[config.mk]
export PLATFORM = sky130hd
export DESIGN_NAME = instr_fetch_unit
export DESIGN_NICKNAME = d
export VERILOG_FILES = /design/src/rtl/instr_fetch_unit.sv
export SDC_FILE = /design/constraint.sdc
export NUM_CORES = 1
export LEC_CHECK = 0
export CAP_MARGIN = 30
export CELL_PAD_IN_SITES_DETAIL_PLACEMENT = 1
export CELL_PAD_IN_SITES_GLOBAL_PLACEMENT = 1
export CORE_ASPECT_RATIO = 0.7
export CORE_MARGIN = 10
export CORE_UTILIZATION = 35
export DETAILED_ROUTE_END_ITERATION = 10
export GPL_ROUTABILITY_DRIVEN = 0
export PLACE_DENSITY_LB_ADDON = 0.12
export SLEW_MARGIN = 10
export SYNTH_ARGS = -nofsm -noshare
export SYNTH_HDL_FRONTEND = slang
export SYNTH_SLANG_ARGS = --single-unit
[constraint.sdc]
create_clock -name clk -period 4.4 [get_ports clk]
set_clock_uncertainty 0.1 [all_clocks]
set_input_delay 1.1 -clock clk [delete_from_list [all_inputs] [get_ports clk]]
set_output_delay 1.1 -clock clk [all_outputs]
set_load 0.02 [all_outputs]
[src/rtl/instr_fetch_unit.sv]
// instr_fetch_unit: RV32 fetch stage. Owns the PC, issues one outstanding
// instruction-memory read at a time and hands the fetched word to decode
// over a valid/ready handshake. opcode/funct3 are sliced straight from the
// instruction register for the control unit.
// Optional build macro IFU_MISALIGN_CHECK_EN adds misalign_err and a
// terminal HALT state entered on a redirect to a non-word-aligned target.
module instr_fetch_unit #(
  parameter int unsigned     XLEN     = 32,
  parameter logic [XLEN-1:0] RESET_PC = 32'h0000_0000
) (
  input  logic            clk,
  input  logic            rst,
  output logic            imem_req,
  output logic [XLEN-1:0] imem_addr,
  input  logic            imem_rvalid,
  input  logic [XLEN-1:0] imem_rdata,
  output logic            instr_valid,
  input  logic            instr_ready,
  output logic [XLEN-1:0] instr,
  output logic [XLEN-1:0] instr_pc,
  output logic [6:0]      opcode,
  output logic [2:0]      funct3,
  input  logic            pc_src,
  input  logic [XLEN-1:0] pc_target
`ifdef IFU_MISALIGN_CHECK_EN
  ,
  output logic            misalign_err
`endif
);

  typedef enum logic [1:0] {
    S_FETCH,
    S_WAIT,
    S_HOLD
`ifdef IFU_MISALIGN_CHECK_EN
    ,
    S_HALT
`endif
  } state_t;

  state_t          r_state;
  state_t          w_next;
  logic            r_started;
  logic [XLEN-1:0] r_pc;
  logic [XLEN-1:0] r_instr;
  logic [XLEN-1:0] r_instr_pc;
  logic            w_handshake;
  logic            w_capture;
  logic            w_misalign;

  assign w_handshake = (r_state == S_HOLD) && instr_ready;
  // Response is only meaningful while a request is outstanding.
  assign w_capture   = (r_state == S_WAIT) && imem_rvalid;

`ifdef IFU_MISALIGN_CHECK_EN
  logic r_misalign;
  assign w_misalign   = pc_src && (pc_target[1:0] != 2'b00);
  assign misalign_err = r_misalign;
`else
  assign w_misalign   = 1'b0;
`endif

  // State register; r_started holds off the first request until the first
  // edge after reset release, so imem_req stays low throughout reset.
  always_ff @(posedge clk or posedge rst) begin
    if (rst) begin
      r_state   <= S_FETCH;
      r_started <= 1'b0;
    end else begin
      r_state   <= w_next;
      r_started <= 1'b1;
    end
  end

  // Next-state decode.
  always_comb begin
    w_next = r_state;
    case (r_state)
      S_FETCH: if (r_started) w_next = S_WAIT;
      S_WAIT:  if (imem_rvalid) w_next = S_HOLD;
      S_HOLD: begin
        if (w_handshake) begin
`ifdef IFU_MISALIGN_CHECK_EN
          w_next = w_misalign ? S_HALT : S_FETCH;
`else
          w_next = S_FETCH;
`endif
        end
      end
      default: w_next = r_state;
    endcase
  end

  // Moore outputs derived from the current state.
  always_comb begin
    imem_req    = (r_state == S_FETCH) && r_started;
    imem_addr   = imem_req ? r_pc : '0;
    instr_valid = (r_state == S_HOLD);
  end

  // PC and fetched-instruction registers.
  always_ff @(posedge clk or posedge rst) begin
    if (rst) begin
      r_pc       <= RESET_PC;
      r_instr    <= '0;
      r_instr_pc <= '0;
    end else begin
      if (w_capture) begin
        r_instr    <= imem_rdata;
        r_instr_pc <= r_pc;
      end
      if (w_handshake && !w_misalign) begin
        r_pc <= pc_src ? pc_target : r_pc + XLEN'(4);
      end
    end
  end

`ifdef IFU_MISALIGN_CHECK_EN
  // Sticky error flag; cleared only by reset.
  always_ff @(posedge clk or posedge rst) begin
    if (rst) begin
      r_misalign <= 1'b0;
    end else if (w_handshake && w_misalign) begin
      r_misalign <= 1'b1;
    end
  end
`endif

  assign instr    = r_instr;
  assign instr_pc = r_instr_pc;
  assign opcode   = r_instr[6:0];
  assign funct3   = r_instr[14:12];

endmodule
; Word level (Yosys, flattened, before mapping)
; Cells that the tools add are included.
[totals]
register_bits = 99
in_bits = 69
out_inout_bits = 108
word_cells = 23
[classes]
n_addsub = 1
eq_ne = 5
muxes = 6
reduce_logical = 6
[op_table]
columns = op, count
row1 = $mux W32, 2
row2 = $add A32 B3 Y32 const B, 1
row3 = $mux W2, 3
row4 = $pmux W2 S3, 1
row5 = $ne A2 B2 Y1 const B, 2
row6 = $reduce_and A4 Y1, 1
row7 = $logic_and A1 B1 Y1, 3
row8 = $reduce_bool A3 Y1, 1
row9 = $eq A2 B1 Y1 const B, 1
row10 = $eq A2 B2 Y1 const B, 1
row11 = $logic_not A2 Y1, 1
row12 = $ne A2 B1 Y1 const B, 1

; Longest topological paths before layout
; Gate-level depths: netlist (run 1).
[logic_depth]
depth_word = 4
depth_mapped = 7
ltp_nobuf = 6

; Worst setup path before layout (run 1)
; OpenSTA, ideal clock, no wires.
[synth_timing]
kind = input -> register
startpoint = input imem_rvalid
endpoint = register r_instr[26], in the netlist instr[26]
setup_ns = 0.125
arrival_time_ns = 2.171
required_time_ns = 4.175
slack_ns = 2.005
cell_stages = 4
n_path_buf = 2
cell_sequence = nand2_1 buf_1 clkbuf_1 mux2_2
[synth_between]
elab_chain_len = 1
[synth_lines]
columns = item, line_no
row1 = from (decl), 15  ; input logic imem_rvalid,
row2 = $logic_and A1 B1 Y1, 53  ; assign w_capture = (r_state == S_WAIT) && imem_rvalid;
row3 = to (signal assigned), 109  ; r_instr <= imem_rdata;
row4 = to (decl), 45  ; logic [XLEN-1:0] r_instr;
; Every way passes these cells.
; A chain may end at the register's enable or synchronous reset.

; Worst setup path in the final report (run 1)
[layout_timing]
startpoint = register r_state[1]
endpoint = output imem_addr[29]
[layout_between]
elab_chain_len = 3
[layout_lines]
columns = item, line_no
row1 = from (decl), 41  ; state_t r_state;
row2 = from (signal assigned), 70  ; r_state <= w_next;
row3 = $logic_not A2 Y1, 96  ; imem_req = (r_state == S_FETCH) && r_started;
row4 = $logic_and A1 B1 Y1, 96
row5 = $mux W32, 97  ; imem_addr = imem_req ? r_pc : '0;
row6 = to (decl), 14  ; output logic [XLEN-1:0] imem_addr,
; Every way passes these cells.

==> flow_summary_export.csv, run 1 <==
group,metric,value,unit
pwr,internal_power,3.00,mW
setup_path,critPathLaunchType,"flop",
hold_path,min-delay-start,"instr_pc[31]$_DFFE_PP0P_",
sta,finalSetupTns,0,ns
setup_path,crit_path_top_delay_cell,"clkdlybuf4s50_1",
cells_and_area,synthToLayoutAreaGrowth,41.2,%
sta,finalHoldViolations,0,
clock_tree,worst_skew_pair.late_latency,0.35,ns
pwr,combPwrFrac,47.9,%
global_route,grt_pass1_wl,27100,um
pwr,p_leak,3.10,nW
cells_and_area,seqCellArea,2480,um^2
clock_tree,post_cts_buffers,0,
drt,antenna_left,0,
drt,drt_iter0_markers,232,
global_route,grt_max_degree,69,
setup_path,critPathBufInv,3,
hold_path,hp-class,"flop to flop",
clock_tree,cts_max_level,3,
pwr,p_per_area,674,nW/um^2
drt,routed_wl,17400,um
global_route,grt.total_usage,17.2,%
synthesis,synthesis.area,5150,um^2
floorplanning,initial_core_util,36.4,%
floorplanning,coreArea,14100,um^2
pwr,power.switching,1.90,mW
placement,hpwlAfterDp,12800,um
floorplanning,die_area,20000,um^2
placement,dp_cells,797,
setup_path,path_class,"flop to primary output",
synthesis,ys.flop_type,"dfrtp_1",
drt,avgRoutedWirePerCell,21.4,um
clock_tree,cts_tree,"yes",
synthesis,synth.distinct_cells,63,
outcome,status,"finished, final reports clean",
sta,report.final.slew_viol_count,0,
cells_and_area,finalInstanceArea,7270,um^2
drt,first_pass_iters,4,
sta,hold_slack,0.385,ns
floorplanning,die_h,121,um
pwr,p_total,4.90,mW
placement,pre_cts_slack,1.16,ns
cells_and_area,fillers,1548,
cells_and_area,drive_gt1_share,17.2,%
synthesis,yosys_warnings,0,
sta,tightest_slew,0.921,ns
flow_run,maxCapViolCount,0,
clock_tree,clkTransAtPathRegs,0.07,ns
clock_tree,cts_sinks,99,
global_route,grt_overflow,0,
clock_tree,post_cts_resized,0,
cells_and_area,multi_input_area,2330,um^2
sta,setup_violations,0,
setup_path,arrival,2.41,ns
floorplanning,dieWidth,165,um
sta,post-route-min-period,3.61,ns
cells_and_area,final_nets,694,
synthesis,async_reset_ff_share,100,%
cells_and_area,fin_cells,813,
drt,viasPerCell,5.35,
setup_path,path_delay_family,"buffers and inverters",
sta,worst_slack,0.786,ns
cells_and_area,antenna_cells,0,
drt,vias,4352,
setup_path,cpPeakStageDelay,0.64,ns
synthesis,synth_edf_count,0,
synthesis,syn_inst,468,
pwr,ir_drop,0.000331,V
setup_path,ff2ff_setup_slack,1.90,ns
placement,postPlaceCellArea,6940,um^2
synthesis,yosysSeqAreaShare,48.1,%
setup_path,path_cells,"inv_1 > ha_1 > buf_16 > and3_1 > clkdlybuf4s50_1",
cells_and_area,final_util,51.4,%
clock_tree,cts_buffers,9,
clock_tree,ctsHoldBuffers,0,
synthesis,syn_area_per_cell,11.0,um^2
pwr,p_clk_share,17.8,%
placement,port_buffers,176,
setup_path,r2r_start,"r_pc[3]$_DFFE_PP0N_",
global_route,grt_pass1_vias,4521,
floorplanning,rows,36,
sta,fin_crit_sh,82.1,%
sta,max_freq,277,MHz
setup_path,worstSetupStartpoint,"r_state[1]$_DFFE_PP0P_",
clock_tree,cts_root_buf,"clkbuf_16",
setup_path,end_kind,"primary output",
setup_path,worstPathRequired,3.20,ns
setup_path,cp_max_fo,23,
floorplanning,io-pin-count,177,
synthesis,ys_ff_latch,99,
pwr,seq_power_share,34.3,%
global_route,antenna_found_initial,0,
drt,drc,0,
sta,grt_setup_unrepaired,"false",
synthesis,synth_fp_nets,543,
sta,slew_headroom,38.6,%
clock_tree,cts_buffer_depth,2,
pwr,sw_frac_of_total,38.8,%
cells in the mapped netlist, drive strengths merged, types with 2 or more instances:
library cell,count,area share [%]
a211oi,6,0.87
a21oi,19,1.8
a311o,3,0.58
a311oi,6,1.0
a31oi,2,0.24
a32oi,2,0.34
a41o,2,0.41
and2,5,0.61
and3,42,5.2
and4,6,1.1
buf,21,2.6
clkbuf,25,2.8
dfrtp,99,48
ha,6,1.5
inv,9,0.66
mux2,62,14
mux2i,3,0.58
nand2,23,1.8
nand3,15,1.5
nand4,12,2.2
nor2,14,1.0
nor2b,2,0.24
nor3,15,1.8
nor3b,2,0.29
nor4,9,1.8
o211ai,2,0.29
o21ai,30,2.9
o22ai,3,0.36
o31ai,2,0.29
or3,6,0.75
logic make-up after synthesis:
kind of cell    synth area share (%)
mux                             14.1
flops                           48.1
buf+inv                         6.73
compound gates                  10.6
other cells                   0.0728
simple gates                    18.9
fa+ha+maj                       1.46
worst register-to-register path: cells and delay by family (launching register included):
| kind | cells | cell delay [ns] |
|---|---|---|
| adder cells (fa/ha/maj) | 1 | 0.28 |
| AO/OA/AOI/OAI | 1 | 0.38 |
| flip-flops | 1 | 0.50 |
| AND/OR/NAND/NOR | 3 | 1.11 |
layout make-up:
class	instances	area share, %
Timing Repair Buffer	187	25.6
Inverter	9	0.499
Clock buffer	10	3.29
Sequential cell	99	34.1
Tap cell	190	3.27
Multi-Input combinational cell	313	32.1
Clock inverter	5	1.17
layout by cell type (no fill, tap or decap), types with 9 or more instances in the layout:
cell type	n
a21oi_1	19
and3_1	40
buf_4	9
clkbuf_16	9
clkdlybuf4s50_1	175
dfrtp_1	99
mux2_2	62
nand2_1	21
nand3_1	15
nand4_1	9
nor2_1	14
nor3_1	13
o21ai_0	29
power groups by stage:
stage	Clock (mW)	Sequential (mW)	Combinational, mW
2_1_floorplan	0	1.93	1.03
3_3_place_gp	0	1.66	2.29
3_5_place_dp	0	1.70	2.37
4_1_cts	0.890	1.68	2.38
5_1_grt	0.932	1.75	2.51
6_report	0.873	1.68	2.35
state kept, by name (all words and copies together), names as in the netlist:
register	cells
instr	32
r_started	1
instr_pc	32
r_pc	32
r_state	2
path summary, 6_finish.rpt:
| kind | to | cells past startpoint |
|---|---|---|
| setup reg to reg | r_pc[24]$_DFFE_PP0N_ | 5 |
| hold / removal | instr_pc[31]$_DFFE_PP0P_ | 2 |
| min in group asynchronous | instr[4]$_DFFE_PP0P_ | 2 |
| max in group asynchronous | instr[12]$_DFFE_PP0P_ | 3 |
| hold reg to reg | instr_pc[31]$_DFFE_PP0P_ | 2 |
| setup / recovery | imem_addr[29] | 5 |
layer usage:
metal / track usage [%] / up-vias / part of all wire, %
met5: 0 / - / 0
met4: 3.20 / 0 / 0.74
met3: 5.90 / 11 / 7.9
met2: 26.5 / 119 / 46
met1: 23.0 / 2198 / 45
li1: - / 2024 / -
No activity file was read; power rests on OpenSTA's default activity.
==> inputs of run 2 (changes only) <==
- clock period: 4.4 -> 3.61 ns (I/O delays scaled with it)
==> run 2 against run 1 <==
  * Utilization fell by 0.23 points
  * Clock-buffer cell count unchanged
  * Global-route usage grew 0.47 points
  * Sequential cell count stayed put
  * Critical path type unchanged
  * Critical endpoint is now imem_addr[17]
==> flow_summary_export.csv, run 2 (synthesis results as in run 1) <==
group,metric,value,unit
outcome,status,"finished, final reports clean",
sta,grt_setup_unrepaired,"false",
clock_tree,cts_buffer_depth,2,
drt,viasPerCell,5.29,
global_route,grt_overflow,0,
setup_path,path_delay_family,"buffers and inverters",
clock_tree,cts_max_level,3,
clock_tree,post_cts_buffers,0,
setup_path,crit_path_top_delay_cell,"dfrtp_1",
setup_path,arrival,2.21,ns
placement,pre_cts_slack,0.709,ns
drt,drc,0,
sta,finalHoldViolations,0,
global_route,antenna_found_initial,0,
floorplanning,die_h,121,um
clock_tree,post_cts_resized,0,
setup_path,rr_worst_depth,5,
setup_path,end_kind,"primary output",
floorplanning,initial_core_util,36.4,%
drt,antenna_left,0,
cells_and_area,drive_gt1_share,17.3,%
drt,first_pass_iters,4,
sta,hold_slack,0.393,ns
clock_tree,ctsHoldBuffers,0,
clock_tree,cts_sinks,99,
pwr,p_leak,3.07,nW
hold_path,hp-class,"flop to flop",
hold_path,min-delay-start,"instr_pc[31]$_DFFE_PP0P_",
global_route,grt_pass1_vias,4694,
drt,avgRoutedWirePerCell,21.6,um
drt,routed_wl,17600,um
setup_path,cpPeakStageDelay,0.69,ns
cells_and_area,antenna_cells,0,
sta,setup_violations,0,
sta,fin_crit_sh,89.0,%
sta,post-route-min-period,3.21,ns
floorplanning,die_area,20000,um^2
setup_path,worstPathRequired,2.61,ns
setup_path,cp_max_fo,18,
pwr,ir_drop,0.000423,V
floorplanning,dieWidth,165,um
global_route,grt_pass1_wl,28000,um
sta,report.final.slew_viol_count,0,
setup_path,path_class,"flop to primary output",
drt,vias,4314,
setup_path,r2r_start,"r_pc[3]$_DFFE_PP0N_",
floorplanning,coreArea,14100,um^2
global_route,grt.total_usage,17.7,%
setup_path,regToRegEndpoint,"r_pc[24]$_DFFE_PP0N_",
pwr,p_per_area,811,nW/um^2
clock_tree,worst_skew_pair.late_latency,0.35,ns
clock_tree,cts_tree,"yes",
clock_tree,clkTransAtPathRegs,0.07,ns
cells_and_area,synthToLayoutAreaGrowth,40.6,%
cells_and_area,final_common_cell,"clkdlybuf4s50_1",
sta,tightest_slew,0.958,ns
setup_path,critPathLaunchType,"flop",
floorplanning,rows,36,
sta,max_freq,311,MHz
cells_and_area,final_cell_mix,"clkdlybuf4s50_1 (175), dfrtp_1 (99), mux2_2 (62)",
setup_path,critPathBufInv,2,
drt,drt_iter0_markers,276,
setup_path,ff2ff_setup_slack,1.06,ns
clock_tree,cts_buffers,9,
global_route,grt_max_degree,69,
setup_path,path_cells,"buf_4 > and3_1 > clkdlybuf4s50_1",
clock_tree,cts_root_buf,"clkbuf_16",
hold_path,hold_depth,2,
sta,slew_headroom,35.6,%
hold_path,min_to,"instr_pc[31]$_DFFE_PP0P_",
flow_run,maxCapViolCount,0,
sta,worst_slack,0.398,ns
cells_and_area,final_nets,695,
placement,hpwlAfterDp,13000,um
placement,port_buffers,176,
floorplanning,io-pin-count,177,
sta,finalSetupTns,0,ns
## run 2: cell count changes in the layout (fill, tap and decap cells not counted), sizes merged
| cell | delta |
|---|---|
| buf | +1 |
| dlymetal6s2s | -1 |
| inv | +2 |
| clkinv | -1 |
| bufinv | -1 |
| clkbuf | +1 |
| clkinvlp | +1 |
## run 2: stage by stage
step | total power [mW] | cells | area (um^2) | utilization (%)
finish | 5.88 | 815 | 7240 | 51.2
CTS | 5.96 | 814 | 7240 | 51.2
detailed placement | 4.95 | 798 | 6940 | 49.0
global placement | 4.83 | 798 | 6940 | 49.0
global route | 6.25 | 815 | 7240 | 51.2
floorplan | 3.61 | 468 | 5150 | -
## run 2: tightest hold or removal path: stages, from the launching register on
cell and delay (ns):
dfrtp_1 0.35, nand2_1 0.05, o21ai_0 0.06
## run 2: how the worst max path moves through the flow
stage | from | endpoint | depth (start not counted)
after floorplan | rst | instr[0]$_DFFE_PP0P_ | 1
after global placement | instr_ready | r_pc[26]$_DFFE_PP0N_ | 5
after detailed placement | r_started$_DFF_PP0_ | imem_addr[17] | 3
after CTS | r_started$_DFF_PP0_ | imem_addr[17] | 3
after global routing | r_started$_DFF_PP0_ | imem_addr[17] | 3
final | r_started$_DFF_PP0_ | imem_addr[17] | 3
## run 2: cell type report
| class | instances | area [um^2] |
|---|---|---|
| repair buffers | 188 | 1860 |
| flip-flops and latches | 99 | 2480 |
| inverters | 9 | 36.3 |
| multi-input cells | 313 | 2330 |
| fillers | 1539 | 6900 |
| clock buffers | 10 | 229 |
| well taps | 190 | 238 |
| clock inverters | 6 | 71.3 |
## run 2: report_power, final
group	internal (mW)	switching (mW)	leakage, nW
clock network	0.546	0.444	0.140
logic	1.42	1.41	1.74
registers	1.59	0.469	1.20
total	3.55	2.32	3.07
## run 2: layer usage
| layer | routed length [um] | part of all wire [%] | global-route usage, % | vias up |
|---|---|---|---|---|
| met2 | 8400 | 48 | 27.6 | 119 |
| li1 | - | - | - | 2029 |
| met4 | 97 | 0.55 | 2.98 | 0 |
| met1 | 7740 | 44 | 23.5 | 2159 |
| met3 | 1380 | 7.8 | 5.86 | 7 |
| met5 | 0 | 0 | 0 | - |
==> inputs of run 3 (changes only) <==
- CTS_CLUSTER_DIAMETER: unset -> 200
==> results of run 3 <==
The final DEF is identical to that of run 2; final timing and power are the same.
